--- config.mk ---
export PLATFORM = sky130hd
export DESIGN_NAME = discriminator_seq_flat
export DESIGN_NICKNAME = d
export VERILOG_FILES = /design/src/rtl/discriminator_seq_if.sv /design/src/rtl/discriminator_seq.sv /design/src/flat_wrapper.sv
export SDC_FILE = /design/constraint.sdc
export NUM_CORES = 2
export LEC_CHECK = 0
export CAP_MARGIN = 40
export CORE_AREA = 2 2 558 560
export CTS_CLUSTER_SIZE = 14
export DETAILED_ROUTE_END_ITERATION = 10
export DIE_AREA = 0 0 560 562
export GPL_ROUTABILITY_DRIVEN = 0
export HOLD_SLACK_MARGIN = 0.1
export PLACE_DENSITY_LB_ADDON = 0.25
export SETUP_SLACK_MARGIN = 0.4
export SYNTH_ARGS = -nofsm -noshare
export SYNTH_HDL_FRONTEND = slang
export SYNTH_SLANG_ARGS = --single-unit
export TNS_END_PERCENT = 1
--- constraint.sdc ---
create_clock -name clk -period 40 [get_ports clk]
set_input_delay 4 -clock clk [delete_from_list [all_inputs] [get_ports clk]]
set_output_delay 4 -clock clk [all_outputs]
set_load 0.03 [all_outputs]
--- src/rtl/discriminator_seq_if.sv ---
// Handshake and parameter bus for discriminator_seq.
// master: the feature front-end / consumer side; slave: the discriminator.
// Carries the input handshake (in_valid/in_ready + a_vec), the live-sampled
// weights and biases, the output handshake (out_valid/out_ready + y), and a
// debug copy of the FSM state.
interface discriminator_seq_if #(
  parameter int WIDTH    = 32,
  parameter int N_INPUT  = 9,
  parameter int N_HIDDEN = 3
) ();
  logic                                in_valid;
  logic                                in_ready;
  logic [N_INPUT*WIDTH-1:0]            a_vec;
  logic [N_INPUT*N_HIDDEN*WIDTH-1:0]   w_L2;
  logic [N_HIDDEN*WIDTH-1:0]           b_L2;
  logic [N_HIDDEN*WIDTH-1:0]           w_L3;
  logic [WIDTH-1:0]                    b_L3;
  logic                                out_valid;
  logic                                out_ready;
  logic [WIDTH-1:0]                    y;
  logic [2:0]                          state_dbg;

  modport master (
    output in_valid, a_vec, w_L2, b_L2, w_L3, b_L3, out_ready,
    input  in_ready, out_valid, y, state_dbg
  );

  modport slave (
    input  in_valid, a_vec, w_L2, b_L2, w_L3, b_L3, out_ready,
    output in_ready, out_valid, y, state_dbg
  );
endinterface

--- src/rtl/discriminator_seq.sv ---
// discriminator_seq: time-multiplexed N_INPUT -> N_HIDDEN (ReLU) -> 1 (linear)
// fixed-point MLP built around one shared signed multiply-accumulate.
// Optional feature macro: DISC_SAT_EN (saturating narrowing instead of wrap).
//
// Handshakes: a transfer happens on a rising clk edge where valid and ready
// are both high. in_ready is high only in IDLE; out_valid is high only in
// DONE, and y is held constant there until out_valid & out_ready.
module discriminator_seq #(
  parameter int WIDTH    = 32,
  parameter int FRAC     = 16,
  parameter int N_INPUT  = 9,
  parameter int N_HIDDEN = 3
) (
  input logic                clk,
  input logic                rst,
  discriminator_seq_if.slave bus
);
  localparam int NMAX  = (N_INPUT > N_HIDDEN) ? N_INPUT : N_HIDDEN;
  localparam int ACC_W = 2*WIDTH + $clog2(NMAX) + 1;
  localparam int JW    = (N_INPUT  > 1) ? $clog2(N_INPUT)  : 1;
  localparam int IW    = (N_HIDDEN > 1) ? $clog2(N_HIDDEN) : 1;

  typedef enum logic [2:0] {
    IDLE   = 3'd0,
    L2_MAC = 3'd1,
    L2_ACT = 3'd2,
    L3_MAC = 3'd3,
    L3_ACT = 3'd4,
    DONE   = 3'd5
  } state_t;

  state_t                  state, state_n;
  logic [JW-1:0]           j;
  logic [IW-1:0]           i;
  logic signed [ACC_W-1:0] acc;
  logic signed [WIDTH-1:0] a_reg [N_INPUT];
  logic signed [WIDTH-1:0] h     [N_HIDDEN];
  logic signed [WIDTH-1:0] y_reg;

  logic signed [WIDTH-1:0] w2 [N_HIDDEN][N_INPUT];
  logic signed [WIDTH-1:0] b2 [N_HIDDEN];
  logic signed [WIDTH-1:0] w3 [N_HIDDEN];

  logic signed [WIDTH-1:0]   mul_a, mul_b, bias, nar;
  logic signed [2*WIDTH-1:0] prod;
  logic signed [ACC_W-1:0]   sum;
  logic                      last_j, last_i;

  // Unpack the flat weight/bias buses into indexable arrays.
  for (genvar gi = 0; gi < N_HIDDEN; gi++) begin : g_hid
    assign b2[gi] = bus.b_L2[gi*WIDTH +: WIDTH];
    assign w3[gi] = bus.w_L3[gi*WIDTH +: WIDTH];
    for (genvar gj = 0; gj < N_INPUT; gj++) begin : g_in
      assign w2[gi][gj] = bus.w_L2[(gi*N_INPUT+gj)*WIDTH +: WIDTH];
    end
  end

`ifdef DISC_SAT_EN
  localparam logic signed [ACC_W-1:0] SAT_HI = {{(ACC_W-WIDTH+1){1'b0}}, {(WIDTH-1){1'b1}}};
  localparam logic signed [ACC_W-1:0] SAT_LO = {{(ACC_W-WIDTH+1){1'b1}}, {(WIDTH-1){1'b0}}};
`endif

  // Drop FRAC fraction bits (floor), then clamp or wrap into WIDTH bits.
  function automatic logic signed [WIDTH-1:0] narrow(input logic signed [ACC_W-1:0] x);
`ifdef DISC_SAT_EN
    logic signed [ACC_W-1:0] s;
    s = x >>> FRAC;
    if (s > SAT_HI)      narrow = {1'b0, {(WIDTH-1){1'b1}}};
    else if (s < SAT_LO) narrow = {1'b1, {(WIDTH-1){1'b0}}};
    else                 narrow = WIDTH'(s);
`else
    narrow = WIDTH'(x >>> FRAC);
`endif
  endfunction

  assign last_j = (j == JW'(N_INPUT - 1));
  assign last_i = (i == IW'(N_HIDDEN - 1));

  // Route the shared multiplier: inputs x hidden weights, then hidden x output weights.
  always_comb begin
    mul_a = '0;
    mul_b = '0;
    if (state == L2_MAC) begin
      mul_a = a_reg[j];
      mul_b = w2[i][j];
    end else if (state == L3_MAC) begin
      mul_a = h[i];
      mul_b = w3[i];
    end
  end

  assign prod = (2*WIDTH)'(mul_a) * (2*WIDTH)'(mul_b);

  // Bias for the current activation step, aligned to the product scale.
  always_comb begin
    bias = (state == L3_ACT) ? bus.b_L3 : b2[i];
  end

  assign sum = acc + (ACC_W'(bias) <<< FRAC);
  assign nar = narrow(sum);

  // State register; reset aborts any sample in flight.
  always_ff @(posedge clk or posedge rst) begin
    if (rst) state <= IDLE;
    else     state <= state_n;
  end

  // Next-state and handshake outputs.
  always_comb begin
    state_n       = state;
    bus.in_ready  = 1'b0;
    bus.out_valid = 1'b0;
    case (state)
      IDLE: begin
        bus.in_ready = 1'b1;
        if (bus.in_valid) state_n = L2_MAC;
      end
      L2_MAC: if (last_j) state_n = L2_ACT;
      L2_ACT: state_n = last_i ? L3_MAC : L2_MAC;
      L3_MAC: if (last_i) state_n = L3_ACT;
      L3_ACT: state_n = DONE;
      DONE: begin
        bus.out_valid = 1'b1;
        if (bus.out_ready) state_n = IDLE;
      end
      default: state_n = IDLE;
    endcase
  end

  // Datapath: capture sample, accumulate, activate, produce score.
  always_ff @(posedge clk or posedge rst) begin
    if (rst) begin
      acc   <= '0;
      i     <= '0;
      j     <= '0;
      y_reg <= '0;
      for (int k = 0; k < N_INPUT; k++)  a_reg[k] <= '0;
      for (int k = 0; k < N_HIDDEN; k++) h[k]     <= '0;
    end else begin
      case (state)
        IDLE: begin
          if (bus.in_valid) begin
            for (int k = 0; k < N_INPUT; k++) a_reg[k] <= bus.a_vec[k*WIDTH +: WIDTH];
            acc <= '0;
            i   <= '0;
            j   <= '0;
          end
        end
        L2_MAC: begin
          acc <= acc + ACC_W'(prod);
          j   <= last_j ? '0 : j + 1'b1;
        end
        L2_ACT: begin
          h[i] <= nar[WIDTH-1] ? '0 : nar;
          acc  <= '0;
          i    <= last_i ? '0 : i + 1'b1;
        end
        L3_MAC: begin
          acc <= acc + ACC_W'(prod);
          i   <= last_i ? '0 : i + 1'b1;
        end
        L3_ACT: begin
          y_reg <= nar;
          acc   <= '0;
        end
        default: ;
      endcase
    end
  end

  assign bus.y         = y_reg;
  assign bus.state_dbg = state;
endmodule
--- src/flat_wrapper.sv ---
// flat-port wrapper written by rule: the top's interface ports become plain ports
module discriminator_seq_flat 
#(
  parameter int WIDTH    = 32,
  parameter int FRAC     = 16,
  parameter int N_INPUT  = 9,
  parameter int N_HIDDEN = 3
)
  (clk, rst, bus_in_valid, bus_a_vec, bus_w_L2, bus_b_L2, bus_w_L3, bus_b_L3, bus_out_ready, bus_in_ready, bus_out_valid, bus_y, bus_state_dbg);
  discriminator_seq_if #(.WIDTH(WIDTH), .N_INPUT(N_INPUT), .N_HIDDEN(N_HIDDEN)) bus_i ();
  input logic clk;
  input logic rst;
  input wire logic [$bits(bus_i.in_valid)-1:0] bus_in_valid;
  input wire logic [$bits(bus_i.a_vec)-1:0] bus_a_vec;
  input wire logic [$bits(bus_i.w_L2)-1:0] bus_w_L2;
  input wire logic [$bits(bus_i.b_L2)-1:0] bus_b_L2;
  input wire logic [$bits(bus_i.w_L3)-1:0] bus_w_L3;
  input wire logic [$bits(bus_i.b_L3)-1:0] bus_b_L3;
  input wire logic [$bits(bus_i.out_ready)-1:0] bus_out_ready;
  output wire logic [$bits(bus_i.in_ready)-1:0] bus_in_ready;
  output wire logic [$bits(bus_i.out_valid)-1:0] bus_out_valid;
  output wire logic [$bits(bus_i.y)-1:0] bus_y;
  output wire logic [$bits(bus_i.state_dbg)-1:0] bus_state_dbg;
  assign bus_i.in_valid = bus_in_valid;
  assign bus_i.a_vec = bus_a_vec;
  assign bus_i.w_L2 = bus_w_L2;
  assign bus_i.b_L2 = bus_b_L2;
  assign bus_i.w_L3 = bus_w_L3;
  assign bus_i.b_L3 = bus_b_L3;
  assign bus_i.out_ready = bus_out_ready;
  assign bus_in_ready = bus_i.in_ready;
  assign bus_out_valid = bus_i.out_valid;
  assign bus_y = bus_i.y;
  assign bus_state_dbg = bus_i.state_dbg;
  discriminator_seq #(.WIDTH(WIDTH), .FRAC(FRAC), .N_INPUT(N_INPUT), .N_HIDDEN(N_HIDDEN)) u_core (.clk(clk), .rst(rst), .bus(bus_i));
endmodule
==> reports/qor.yml <==
clock_network:
  htree_levels: 3
  cts_buffers: 69
  clock_latency_ns: 0.71
  clkTransAtPathRegs_ns: 0.05
  clock-sinks: 470
  clockRootBuffer: "clkbuf_16"
  cts_buffer_depth: 3
  cts_resized: 0
  cts_hold_buf: 0
  cts_tree: "built"
  cts_setup_buffers: 0
finish:
  area_growth_syn_to_layout_pct: 36.1
  fillCellCount: 33400
  finalNetCount: 10900
  largest_reg_flops: 288
  drive_above_1_share_pct: 9.14
  final_common_cell: "nand2_1"
  most-common-layout-cells: "1586 x nand2_1, 1416 x clkdlybuf4s50_1, 1044 x inv_1, 905 x fa_1, 463 x dfrtp_1"
drt:
  vias: 61600
  wl_per_cell_um: 34.7
  met2_length_um: 193000
  drtAntennaViolNets: 0
  via_per_inst: 4.77
  dr.pass1.iters: 9
  wl_met3_um: 36200
  top_layer: "met5"
  post-route-drc-count: 0
  routed_wl_um: 448000
  drt_iter0_drc: 6116
  drt-met1-wl_um: 171000
global_route:
  grt_pass1_wl_um: 587000
  gr-usage-all-layers_pct: 27.8
  overflow: 0
  antenna_found_initial: 279
  grt_pass1_vias: 63300
  grt_max_degree: 231
timing:
  slew_headroom_pct: 23.3
  worst_pin_slew_ns: 1.15
  finalSetupViolCount: 0
  clock-skew-final_ns: 0.0686
  tns_ns: 0
  fin_crit_ns: 14.50
  fmax_mhz: 69.0
  maxSlewViolCount: 0
  timing.final.crit_share_pct: 36.3
  finalHoldViolCount: 0
  rsz0062_at_grt: "no"
logic_synthesis:
  yosysTopAreaCell: "fa_1"
  synthAdderAreaFrac_pct: 33.0
  synth_top_family_by_area: "adder cells"
  async_flop_share_pct: 100
  synth-simple-area-share_pct: 16.1
  synthCells: 7181
  synth_cell_types: 79
  syn_area_um2: 63200
  synth_xor_area_share_pct: 1.63
  syn_nets: 9683
  synthFlopType: "dfrtp_1"
  synth-edff-count: 0
  yosysWarnings: 0
  synth_compound_area_share_pct: 10.6
  syn_avg_cell_area_um2: 8.80
  seq_area_frac_synth_pct: 18.6
  synthTopCellsByArea: "fa_1 29%, dfrtp_1 19%, nand2_1 9.4%, inv_1 6.2%, ha_1 4.3%"
  yosys.area.top_type_share_pct: 28.7
  synthMuxAreaShare_pct: 10.2
  ys_seq_elements: 470
status:
  status: "completed"
die:
  fp.dieW_um: 560
  die_h_um: 562
  initial_core_util_pct: 20.5
  io_pins: 1417
  rows: 204
  die-area_um2: 315000
  coreArea_um2: 308000
hold_path:
  hold_path_end: "u_core.a_reg[40]"
  hold_depth: 2
  min_path_type: "flop to flop"
  hp-start: "u_core.a_reg[40]"
setup_path:
  crit_type: "input port to flop"
  reg2reg_to: "u_core.acc[47]"
  end_kind: "flop"
  reg2reg_setup_slack_ns: 26.33
  slowest_delay_ns: 0.62
  crit_start: "bus_w_L2[194]"
  crit_required_ns: 40.59
  slowest_stage: "fa_1"
  reg2reg_depth: 37
  start_kind: "input port"
  cp_common_cell: "fa_1"
  r2r-start: "u_core.i[0]"
  arrival_ns: 15.09
  critPathMaxFanout: 30
placement:
  dpl.hpwl_um: 380000
  io_buffer_count: 1416
run:
  max_cap_violations: 0
Yosys cell counts, drive strengths merged, types with 9 or more instances:
cell	count
nand2	1588
inv	1050
fa	905
dfrtp	470
nor2	449
clkbuf	313
ha	217
mux2	212
mux2i	203
o21ai	200
a21oi	197
buf	184
a221oi	157
nand2b	131
o31ai	95
mux4	91
nor3	76
xnor2	72
and2	51
o211ai	50
a21o	48
a22oi	39
nor2b	36
or3	35
or2	31
xor2	30
o2bb2ai	24
o22ai	21
nand3	20
a221o	19
a211oi	14
o21a	14
o21bai	13
a22o	10
o221ai	9
o311ai	9
per-layer routing:
metal,GRT usage [%],up-vias
met5,0,-
met4,23.9,116
met3,7.29,873
met2,41.9,3431
met1,33.0,31400
li1,-,25800
worst max-delay path by stage:
stage / endpoint / cells past startpoint / slack, ns
after floorplan: u_core.a_reg[0] / 1 / 22.89
after global placement: u_core.acc[46] / 34 / 24.69
after detailed placement: u_core.acc[47] / 34 / 24.87
after CTS: u_core.acc[47] / 34 / 25.59
after global routing: u_core.acc[46] / 35 / 25.21
final: u_core.acc[47] / 34 / 25.50
stage by stage:
stage	hold slack [ns]	setup WS [ns]	instances	utilization (%)	area [um^2]
6_report	0.465	25.50	12900	27.9	86000
5_1_grt	0.490	25.21	12800	27.8	85800
4_1_cts	0.472	25.59	12600	27.6	85200
3_5_place_dp	0.457	24.87	12500	26.8	82800
3_3_place_gp	0.452	24.69	12400	26.6	82100
2_1_floorplan	0.440	22.89	7181	-	63200
worst max-delay path, delay by kind of cell:
family                     cells  cell delay (ns)
adders and majority gates      8             4.24
buffers and inverters          8             1.82
and+or+nand+nor                3             0.38
muxes                          1             0.37
AOI/OAI and AO/OA              5             1.50
xor gates and xnor gates       9             2.70
logic make-up (layout without fill, tap and decap cells):
group                      Yosys count  in the layout
buffers and inverters             1548           2831
other                                0            315
adders and majority gates         1122           1122
xor gates and xnor gates           108            108
and+or+nand+nor                   2453           2453
muxes                              506            506
AOI/OAI and AO/OA                  974            974
DFF                                470            470
layout make-up:
type / instances / area (um^2) / share of cell area, %
Clock inverter: 30 / 464 / 0.540
Sequential cell: 470 / 11800 / 13.7
Multi-Input combinational cell: 5163 / 45600 / 53.0
Clock buffer: 92 / 1930 / 2.25
Timing Repair Buffer: 1658 / 16300 / 19.0
Antenna cell: 315 / 788 / 0.917
Inverter: 1051 / 3970 / 4.62
Tap cell: 4120 / 5150 / 5.99
Power is left out: the tool's default activity adds up to more than one toggle a clock period on the data nets, which glitch-free logic cannot reach.
